**config.mk**
```make
export PLATFORM = sky130hd
export DESIGN_NAME = uart_program_loader
export DESIGN_NICKNAME = d
export VERILOG_FILES = /design/src/rtl/uart_program_loader.sv
export SDC_FILE = /design/constraint.sdc
export NUM_CORES = 1
export LEC_CHECK = 0
export CAP_MARGIN = 20
export CORE_MARGIN = 2
export CORE_UTILIZATION = 45
export CTS_CLUSTER_DIAMETER = 200
export DETAILED_ROUTE_END_ITERATION = 8
export HOLD_SLACK_MARGIN = 0.08
export PLACE_DENSITY = 0.66
export SYNTH_ARGS = -nofsm -noshare
export SYNTH_HDL_FRONTEND = slang
export SYNTH_SLANG_ARGS = --single-unit
```
**constraint.sdc**
```tcl
create_clock -name clk -period 4 [get_ports clk]
set_clock_uncertainty 0.2 [all_clocks]
set_input_delay 0.8 -clock clk [delete_from_list [all_inputs] [get_ports clk]]
set_output_delay 0.8 -clock clk [all_outputs]
set_load 0.05 [all_outputs]
```
**src/rtl/uart_program_loader.sv**
```systemverilog
`default_nettype none
// ============================================================================
// Module      : uart_program_loader
// Description : Decodes host command bytes from the UART receiver. It can
//               stream a program into instruction memory as 32-bit words,
//               start or pause the pipeline, or issue single-step pulses.
// Revision    : 1.0 - initial release
// ============================================================================
module uart_program_loader #(
    parameter int MEM_DEPTH = 256,
    parameter int TIMEOUT   = 1_000_000
) (
    input  logic        clk,
    input  logic        rst,
    input  logic        rx_valid,
    input  logic [7:0]  rx_data,
    output logic        instr_we,
    output logic [31:0] instr_addr,
    output logic [31:0] instr_data,
    output logic        load_done,
    output logic        mips_enable,
    output logic        step_pulse,
    output logic        cmd_error
);

    localparam int          c_TW       = ($clog2(TIMEOUT + 1) > 20) ? $clog2(TIMEOUT + 1) : 20;
    localparam logic [c_TW-1:0] c_TIMEOUT = c_TW'(TIMEOUT);
    localparam logic [31:0] c_LAST_IDX = 32'(MEM_DEPTH - 1);

    localparam logic [1:0]  c_S_IDLE   = 2'd0;
    localparam logic [1:0]  c_S_LOAD   = 2'd1;
    localparam logic [1:0]  c_S_RUN    = 2'd2;

    localparam logic [7:0]  c_CMD_LOAD  = 8'h4C;
    localparam logic [7:0]  c_CMD_RUN   = 8'h52;
    localparam logic [7:0]  c_CMD_STEP  = 8'h53;
    localparam logic [7:0]  c_CMD_PAUSE = 8'h50;

    logic [1:0]      r_state;
    logic [1:0]      r_byte_cnt;
    logic [31:0]     r_word;
    logic [31:0]     r_index;
    logic [c_TW-1:0] r_timer;
    logic            r_instr_we;
    logic [31:0]     r_instr_addr;
    logic [31:0]     r_instr_data;
    logic            r_load_done;
    logic            r_mips_enable;
    logic            r_step_pulse;
    logic            r_cmd_error;

    logic [31:0]     w_word_next;
    logic            w_last_word;

    assign w_word_next = {r_word[23:0], rx_data};
    // A HALT word or the final memory slot ends the program.
    assign w_last_word = (w_word_next == 32'd0) || (r_index == c_LAST_IDX);

    always_ff @(posedge clk or negedge rst) begin
        if (!rst) begin
            r_state       <= c_S_IDLE;
            r_byte_cnt    <= 2'd0;
            r_word        <= 32'd0;
            r_index       <= 32'd0;
            r_timer       <= '0;
            r_instr_we    <= 1'b0;
            r_instr_addr  <= 32'd0;
            r_instr_data  <= 32'd0;
            r_load_done   <= 1'b0;
            r_mips_enable <= 1'b0;
            r_step_pulse  <= 1'b0;
            r_cmd_error   <= 1'b0;
        end else begin
            r_instr_we   <= 1'b0;
            r_step_pulse <= 1'b0;
            r_cmd_error  <= 1'b0;
            case (r_state)
                c_S_IDLE: begin
                    if (rx_valid) begin
                        case (rx_data)
                            c_CMD_LOAD: begin
                                r_load_done  <= 1'b0;
                                r_index      <= 32'd0;
                                r_instr_addr <= 32'd0;
                                r_byte_cnt   <= 2'd0;
                                r_word       <= 32'd0;
                                r_timer      <= '0;
                                r_state      <= c_S_LOAD;
                            end
                            c_CMD_RUN: begin
                                if (r_load_done) begin
                                    r_mips_enable <= 1'b1;
                                    r_state       <= c_S_RUN;
                                end else begin
                                    r_cmd_error <= 1'b1;
                                end
                            end
                            c_CMD_STEP: begin
                                if (r_load_done) r_step_pulse <= 1'b1;
                                else             r_cmd_error  <= 1'b1;
                            end
                            default: r_cmd_error <= 1'b1;
                        endcase
                    end
                end
                c_S_LOAD: begin
                    if (rx_valid) begin
                        r_timer <= '0;
                        if (r_byte_cnt == 2'd3) begin
                            r_instr_we   <= 1'b1;
                            r_instr_addr <= r_index;
                            r_instr_data <= w_word_next;
                            r_byte_cnt   <= 2'd0;
                            r_word       <= 32'd0;
                            if (w_last_word) begin
                                r_load_done <= 1'b1;
                                r_state     <= c_S_IDLE;
                            end else begin
                                r_index <= r_index + 32'd1;
                            end
                        end else begin
                            r_word     <= w_word_next;
                            r_byte_cnt <= r_byte_cnt + 2'd1;
                        end
                    end else if (r_timer == c_TIMEOUT) begin
                        // Host went silent: drop any partial word and give up the load.
                        r_cmd_error <= 1'b1;
                        r_byte_cnt  <= 2'd0;
                        r_word      <= 32'd0;
                        r_timer     <= '0;
                        r_state     <= c_S_IDLE;
                    end else begin
                        r_timer <= r_timer + 1'b1;
                    end
                end
                c_S_RUN: begin
                    if (rx_valid && (rx_data == c_CMD_PAUSE)) begin
                        r_mips_enable <= 1'b0;
                        r_state       <= c_S_IDLE;
                    end
                end
                default: r_state <= c_S_IDLE;
            endcase
        end
    end

    assign instr_we    = r_instr_we;
    assign instr_addr  = r_instr_addr;
    assign instr_data  = r_instr_data;
    assign load_done   = r_load_done;
    assign mips_enable = r_mips_enable;
    assign step_pulse  = r_step_pulse;
    assign cmd_error   = r_cmd_error;

endmodule
`default_nettype wire

```
==> key figures, run 1 <==
Power
  – Max VDD drop: 0.324 mV
  – Sw Share: 32.5%
  – Pint: 0.00300 W
  – Pwr Density: 527 mW/mm^2
  – Clock network fraction of design power: 34.9%
  – Leakage: 3.79 nW
  – Flop pwr share: 41.4%
  – Switching pwr: 0.00144 W
  – Comb pwr share: 23.7%

Timing
  – Period minus WS final: 3030 ps
  – Hold_ws: 225 ps
  – Max Fclk: 0.330 GHz
  – Final slew viol count: 0
  – Setup TNS: 0 ps
  – RSZ-0062 raised after global routing: no
  – Final Setup Violations: 0
  – Worst Tran Pin Value: 769 ps
  – Slew HR: 48.7%
  – Count of final hold-check violations: 0
  – Final period util: 75.6%

Worst setup path
  – Critical path type: reg -> reg
  – CP arrival: 3120 ps
  – Crit. End Element: register
  – WP data required: 4100 ps
  – Worst reg-to-reg setup slack: 970 ps
  – Crit path launch type: register
  – Critical path's top delay family: simple AND/OR/NAND/NOR gates
  – Critical Path Slowest Stage Cell: nor2b_1
  – CP peak stage delay: 630 ps
  – Crit-path cells: nor2b_1, nand3_2, inv_2, buf_4, nand2_1, o311ai_0
  – Crit path max fanout: 19
  – Crit path buf inv count: 2

Floorplan
  – Core footprint: 0.0151 sq mm
  – I/O pin cnt: 80
  – Die Wd: 128 um
  – Full die area: 0.0165 sq mm
  – Initial core utilization: 46.0%
  – Die span in y: 128 um
  – Row cnt: 45

Finish
  – Layout cell share with drive strength beyond 1: 9.78%
  – Fillers: 1316
  – Reg area: 0.00373 sq mm
  – Final nets: 762
  – Area of the multi-input gates: 0.00299 sq mm
  – Area grow syn2layout: 21.0%
  – Post-route cell area: 0.00842 sq mm
  – Diode count: 0

Clock tree
  – H-tree depth: 4
  – CTS root buffer: clkbuf_16
  – Post-CTS Resized: 0
  – Clock buffer count from CTS: 17
  – TritonCTS Sinks: 149
  – CTS tree: yes
  – Reg clk slew, reported paths: 60 ps
  – Worst skew pair latency: 420 ps
  – Setup Buffers After CTS: 0
  – Bufs on Longest Clock Path: 2
  – Hold-fix buffers, CTS: 0

Logic synthesis
  – Post-synth top cells: 149 x dfrtp_1, 149 x nand2_1, 57 x a22o_1, 32 x nor2_1
  – Post-synth EDFFs: 0
  – Synth unique cells: 72
  – Syn_area_per_cell: 10.3 sq um
  – Syn Nets: 694
  – Synthesis Warnings: 0
  – Leading area contributor after synthesis: dfrtp_1
  – Primary FF master, synth: dfrtp_1
  – Register area share after synthesis: 53.6%
  – Post-synth top area share: 53.6%
  – Register bit total from synthesis: 149
  – Largest cells by area after synthesis: dfrtp_1 54%, nand2_1 8.0%, a22o_1 7.2%
  – Asr flop ratio synth: 100%
  – Synthesized cell area: 0.00696 sq mm
  – Syn Inst Count: 679

Drt
  – Final wirelength: 16600 um
  – Post-route ant nets: 0
  – First-pass detailed-route iteration total: 5
  – Vias per cell: 5.81
  – Via count: 5495
  – DRC violations left: 0
  – Avg WL per Cell: 17.6 um
  – Drt first-iter violations: 636

Global routing
  – Global-route wire length before repair: 28000 um
  – Largest net degree at the start of global routing: 86
  – Vias in the first global route: 5434
  – Overall Global Routing Usage: 21.4%
  – Initial antenna violation count: 0
  – Total gr overflow: 0

Place
  – DPL Wire Length: 11000 um
  – DP Area: 0.00786 sq mm
  – Port Buffers: 79
  – GPL Wtd Cong: 0.890

Job
  – MaxCap Viol Count: 0

Status
  – Status: finished, final reports clean

Worst hold path
  – Worst Hold Class: in -> async
final cells by class:
class | instances | area share [%]
multi-input combinational | 483 | 35.5
sequential | 149 | 44.3
clock inverter | 11 | 1.63
inverter | 9 | 0.401
timing repair buffer | 87 | 10.3
clock buffer | 18 | 5.10
tap | 188 | 2.79
cells in the final DEF (no fill, tap or decap), types with 4 or more instances in the layout:
cell type,instances
a21oi_1,7
a22o_1,57
and3_1,12
and4_1,5
buf_4,7
clkbuf_16,17
clkdlybuf4s50_1,78
clkinv_2,5
dfrtp_1,149
ha_1,4
inv_1,8
mux2i_1,13
nand2_1,149
nand2b_1,18
nand3_1,19
nand4_1,19
nor2_1,32
nor3_1,12
nor3_2,12
nor4_1,21
o21ai_0,21
xnor2_1,15
layer usage:
metal | share of wire [%] | global-route usage, % | vias up | routed length [um]
li1 | - | - | 2566 | -
met1 | 47 | 30.4 | 2738 | 7820
met2 | 46 | 32.7 | 164 | 7670
met3 | 4.7 | 4.28 | 27 | 777
met4 | 1.9 | 8.34 | 0 | 320
met5 | 0 | 0 | - | 0
path summary, 6_finish.rpt:
kind | from | to | cells past startpoint
setup / recovery | r_state[0] | r_index[27] | 6
hold reg to reg | instr_data[20] | instr_data[20] | 2
hold / removal | rst | instr_we | 1
setup reg to reg | r_state[0] | r_index[27] | 6
max in group asynchronous | rst | r_timer[13] | 2
min in group clk | instr_data[20] | instr_data[20] | 2
power groups by stage:
stage          combinational, W  clock (W)  sequential, W
2_1_floorplan          0.000238          0        0.00228
3_3_place_gp            0.00105          0        0.00185
3_5_place_dp            0.00105          0        0.00186
4_1_cts                 0.00106    0.00158        0.00184
5_1_grt                 0.00112    0.00165        0.00186
6_report                0.00105    0.00155        0.00184
per-stage QoR:
step,worst slack [ps],power (W),instances,util (%)
after floorplan,1590,0.00252,679,-
after global placement,721,0.00290,916,51.9
after detailed placement,644,0.00292,916,51.9
after CTS,986,0.00447,945,55.6
after global routing,658,0.00463,945,55.6
final,974,0.00444,945,55.6
logic make-up (layout without fill, tap and decap cells):
group                    after synthesis  count (layout)  share of synthesized area, %
buffers and inverters                 47             125                          3.43
flip-flops                           149             149                          53.6
adder cells (fa/ha/maj)                4               4                         0.719
AND/OR/NAND/NOR                      335             335                          25.6
AO/OA/AOI/OAI                        114             114                          12.6
multiplexers                          14              14                          2.03
XOR/XNOR                              16              16                          2.01
state kept, by name, summed over array words and instances, names as in the netlist:
name and cells:
instr_we 1, instr_addr 32, r_timer 20, instr_data 32
r_byte_cnt 2, step_pulse 1, r_index 32, mips_enable 1
load_done 1, r_state 2, r_word 24, cmd_error 1
Note: power is estimated with default switching activity, not from simulation.
==> run 2, diff against run 1 <==
--- a/config.mk
+++ b/config.mk
@@ -11,7 +11,7 @@
 export CTS_CLUSTER_DIAMETER = 200
 export DETAILED_ROUTE_END_ITERATION = 8
 export HOLD_SLACK_MARGIN = 0.08
-export PLACE_DENSITY = 0.66
+export PLACE_DENSITY = 0.69
 export SYNTH_ARGS = -nofsm -noshare
 export SYNTH_HDL_FRONTEND = slang
 export SYNTH_SLANG_ARGS = --single-unit
==> constraint.sdc (replaced) <==
create_clock -name clk -period 2.71 [get_ports clk]
set_clock_uncertainty 0.2 [all_clocks]
set_input_delay 0.542 -clock clk [delete_from_list [all_inputs] [get_ports clk]]
set_output_delay 0.542 -clock clk [all_outputs]
set_load 0.05 [all_outputs]
==> run 2 against run 1 <==
  * Design area rose by 5.6%
  * Die area did not move
  * Non-clock buffer count rose by 41
  * Clock-buffer cell count rose by 3
  * Largest cell class unchanged
  * Largest power group is now clock
==> key figures, run 2 (synthesis gave the netlist of run 1 again) <==
Status
  – Status: finished, final reports clean

Clock tree
  – Hold-fix buffers, CTS: 1 (+1)
  – CTS tree: yes
  – Bufs on Longest Clock Path: 2 (unchanged)
  – Setup Buffers After CTS: 0 (unchanged)
  – Reg clk slew, reported paths: 60 ps (about the same)
  – Clock buffer count from CTS: 17 (unchanged)
  – TritonCTS Sinks: 149 (unchanged)
  – Post-CTS Resized: 0 (unchanged)
  – Worst skew pair latency: 430 ps (about the same)
  – CTS root buffer: clkbuf_16
  – H-tree depth: 4 (unchanged)

Finish
  – Diode count: 0 (unchanged)
  – Layout Cells excl Fill: 989 (+4.7%)
  – Post-route cell area: 0.00889 sq mm (+5.6%)
  – Area grow syn2layout: 27.8%
  – Final nets: 803 (+5.4%)
  – Layout cell share with drive strength beyond 1: 14.6% (+4.8 points)
  – Reg area: 0.00373 sq mm (unchanged)
  – Fillers: 1240 (-5.8%)
  – Most frequent cells in the layout: 149 x nand2_1, 149 x dfrtp_1, 78 x clkdlybuf4s50_1, 57 x a22o_1, 44 x buf_4
  – Area of the multi-input gates: 0.00299 sq mm (unchanged)

Timing
  – Count of final hold-check violations: 0 (unchanged)
  – Period minus WS final: 2450 ps
  – Setup TNS: 0 ps (unchanged)
  – Final slew viol count: 0 (unchanged)
  – Max Fclk: 0.409 GHz
  – Final period util: 90.3%
  – Worst Tran Pin Value: 540 ps (-230 ps)
  – RSZ-0062 raised after global routing: no
  – Slew HR: 63.8% (+15 points)
  – Final Setup Violations: 0 (unchanged)

Global routing
  – Largest net degree at the start of global routing: 53 (-38%)
  – Global-route wire length before repair: 28200 um (+0.96%)
  – Total gr overflow: 0 (unchanged)
  – Overall Global Routing Usage: 21.5% (+0.12 points)
  – Vias in the first global route: 5548 (+2.1%)
  – Initial antenna violation count: 0 (unchanged)

Place
  – GPL Wtd Cong: 0.902 (+1.5%)
  – DPL Wire Length: 11500 um (+4.4%)
  – Port Buffers: 79 (unchanged)
  – DP Area: 0.00819 sq mm (+4.3%)
  – Post-placement cell count: 956 (+4.4%)

Power
  – Final Total Pwr: 0.00706 W (+59%)
  – Max VDD drop: 0.481 mV (+48%)
  – Leakage: 4.07 nW (+7.3%)
  – Pwr Density: 794 mW/mm^2 (+51%)

Worst setup path
  – CP peak stage delay: 840 ps (+210 ps)
  – Crit-path cells: clkdlybuf4s50_1
  – Crit path max fanout: 4 (-15)
  – Crit path launch type: register
  – WP data required: 1970 ps (-2130 ps)
  – Crit path buf inv count: 1 (-1)
  – Crit. End Element: output port
  – Critical path type: reg -> out
  – Critical Path Slowest Stage Cell: clkdlybuf4s50_1
  – Critical path's top delay family: buffers and inverters
  – CP arrival: 1700 ps (-1420 ps)

Floorplan
  – Die Wd: 128 um (unchanged)
  – I/O pin cnt: 80 (unchanged)
  – Initial core utilization: 46.0% (unchanged)
  – Core footprint: 0.0151 sq mm (unchanged)
  – Row cnt: 45 (unchanged)
  – Die span in y: 128 um (unchanged)
  – Full die area: 0.0165 sq mm (unchanged)

Drt
  – DRC violations left: 0 (unchanged)
  – Vias per cell: 5.71 (-1.8%)
  – Post-route ant nets: 0 (unchanged)
  – Final wirelength: 16800 um (+1.3%)
  – First-pass detailed-route iteration total: 5 (unchanged)
  – Avg WL per Cell: 17.0 um (-3.2%)
  – Drt first-iter violations: 467 (-27%)
  – Via count: 5648 (+2.8%)

Worst hold path
  – Worst Hold Class: reg -> reg

Job
  – MaxCap Viol Count: 0 (unchanged)
[run 2: changes by cell type in the layout (fill, tap and decap cells not counted), moves of 2 or more]
cell	change
buf_12	+3
clkbuf_8	+3
bufinv_16	+3
inv_6	+2
clkinv_2	-4
buf_4	+37
clkinvlp_4	-2
[run 2: worst paths after layout]
kind / start / endpoint / slack [ps] / cells after the start
max in group asynchronous: rst / instr_addr[4] / 1260 / 3
min: instr_data[27] / instr_data[27] / 270 / 2
min in group asynchronous: rst / instr_data[29] / 440 / 2
max reg2reg: r_index[1] / r_index[2] / 270 / 7
min reg2reg: instr_data[27] / instr_data[27] / 270 / 2
max: load_done / load_done / 260 / 1
[run 2: area by class of cell]
type                    count  share of cell area, %
clock inverters            11                   2.46
clock buffers              21                   5.29
repair buffers            128                   13.6
multi-input cells         483                   33.7
inverters                   9                  0.380
well taps                 188                   2.65
flip-flops and latches    149                   41.9
[run 2: where the power goes]
part	internal (W)	switching, W	total, W	leakage (nW)
registers	0.00250	0.000196	0.00269	2.02
logic	0.000560	0.00108	0.00164	1.71
clock network	0.00181	0.000929	0.00273	0.334
total	0.00486	0.00220	0.00706	4.07
[run 2: routing by layer]
metal  wire [um]  vias to the layer above  global-route usage (%)
met5           0                        -                       0
met4         282                        0                    7.50
met3         801                       30                    4.78
met2        7860                      191                    33.9
met1        7860                     2765                    29.8
li1            -                     2662                       -
[run 2: stage by stage]
stage	hold slack (ps)	util, %	worst slack, ps
after floorplan	46.4	-	526
after global placement	259	54.1	-81.0
after detailed placement	263	54.1	-120
after CTS	278	58.7	250
after global routing	305	58.7	99.0
final	273	58.7	264
==> run 3, diff against run 2 <==
--- a/config.mk
+++ b/config.mk
@@ -12,6 +12,7 @@
 export DETAILED_ROUTE_END_ITERATION = 8
 export HOLD_SLACK_MARGIN = 0.08
 export PLACE_DENSITY = 0.69
+export SKIP_CTS_REPAIR_TIMING = 1
 export SYNTH_ARGS = -nofsm -noshare
 export SYNTH_HDL_FRONTEND = slang
 export SYNTH_SLANG_ARGS = --single-unit
==> results of run 3 <==
The final DEF is identical to that of run 2; final timing and power are the same.
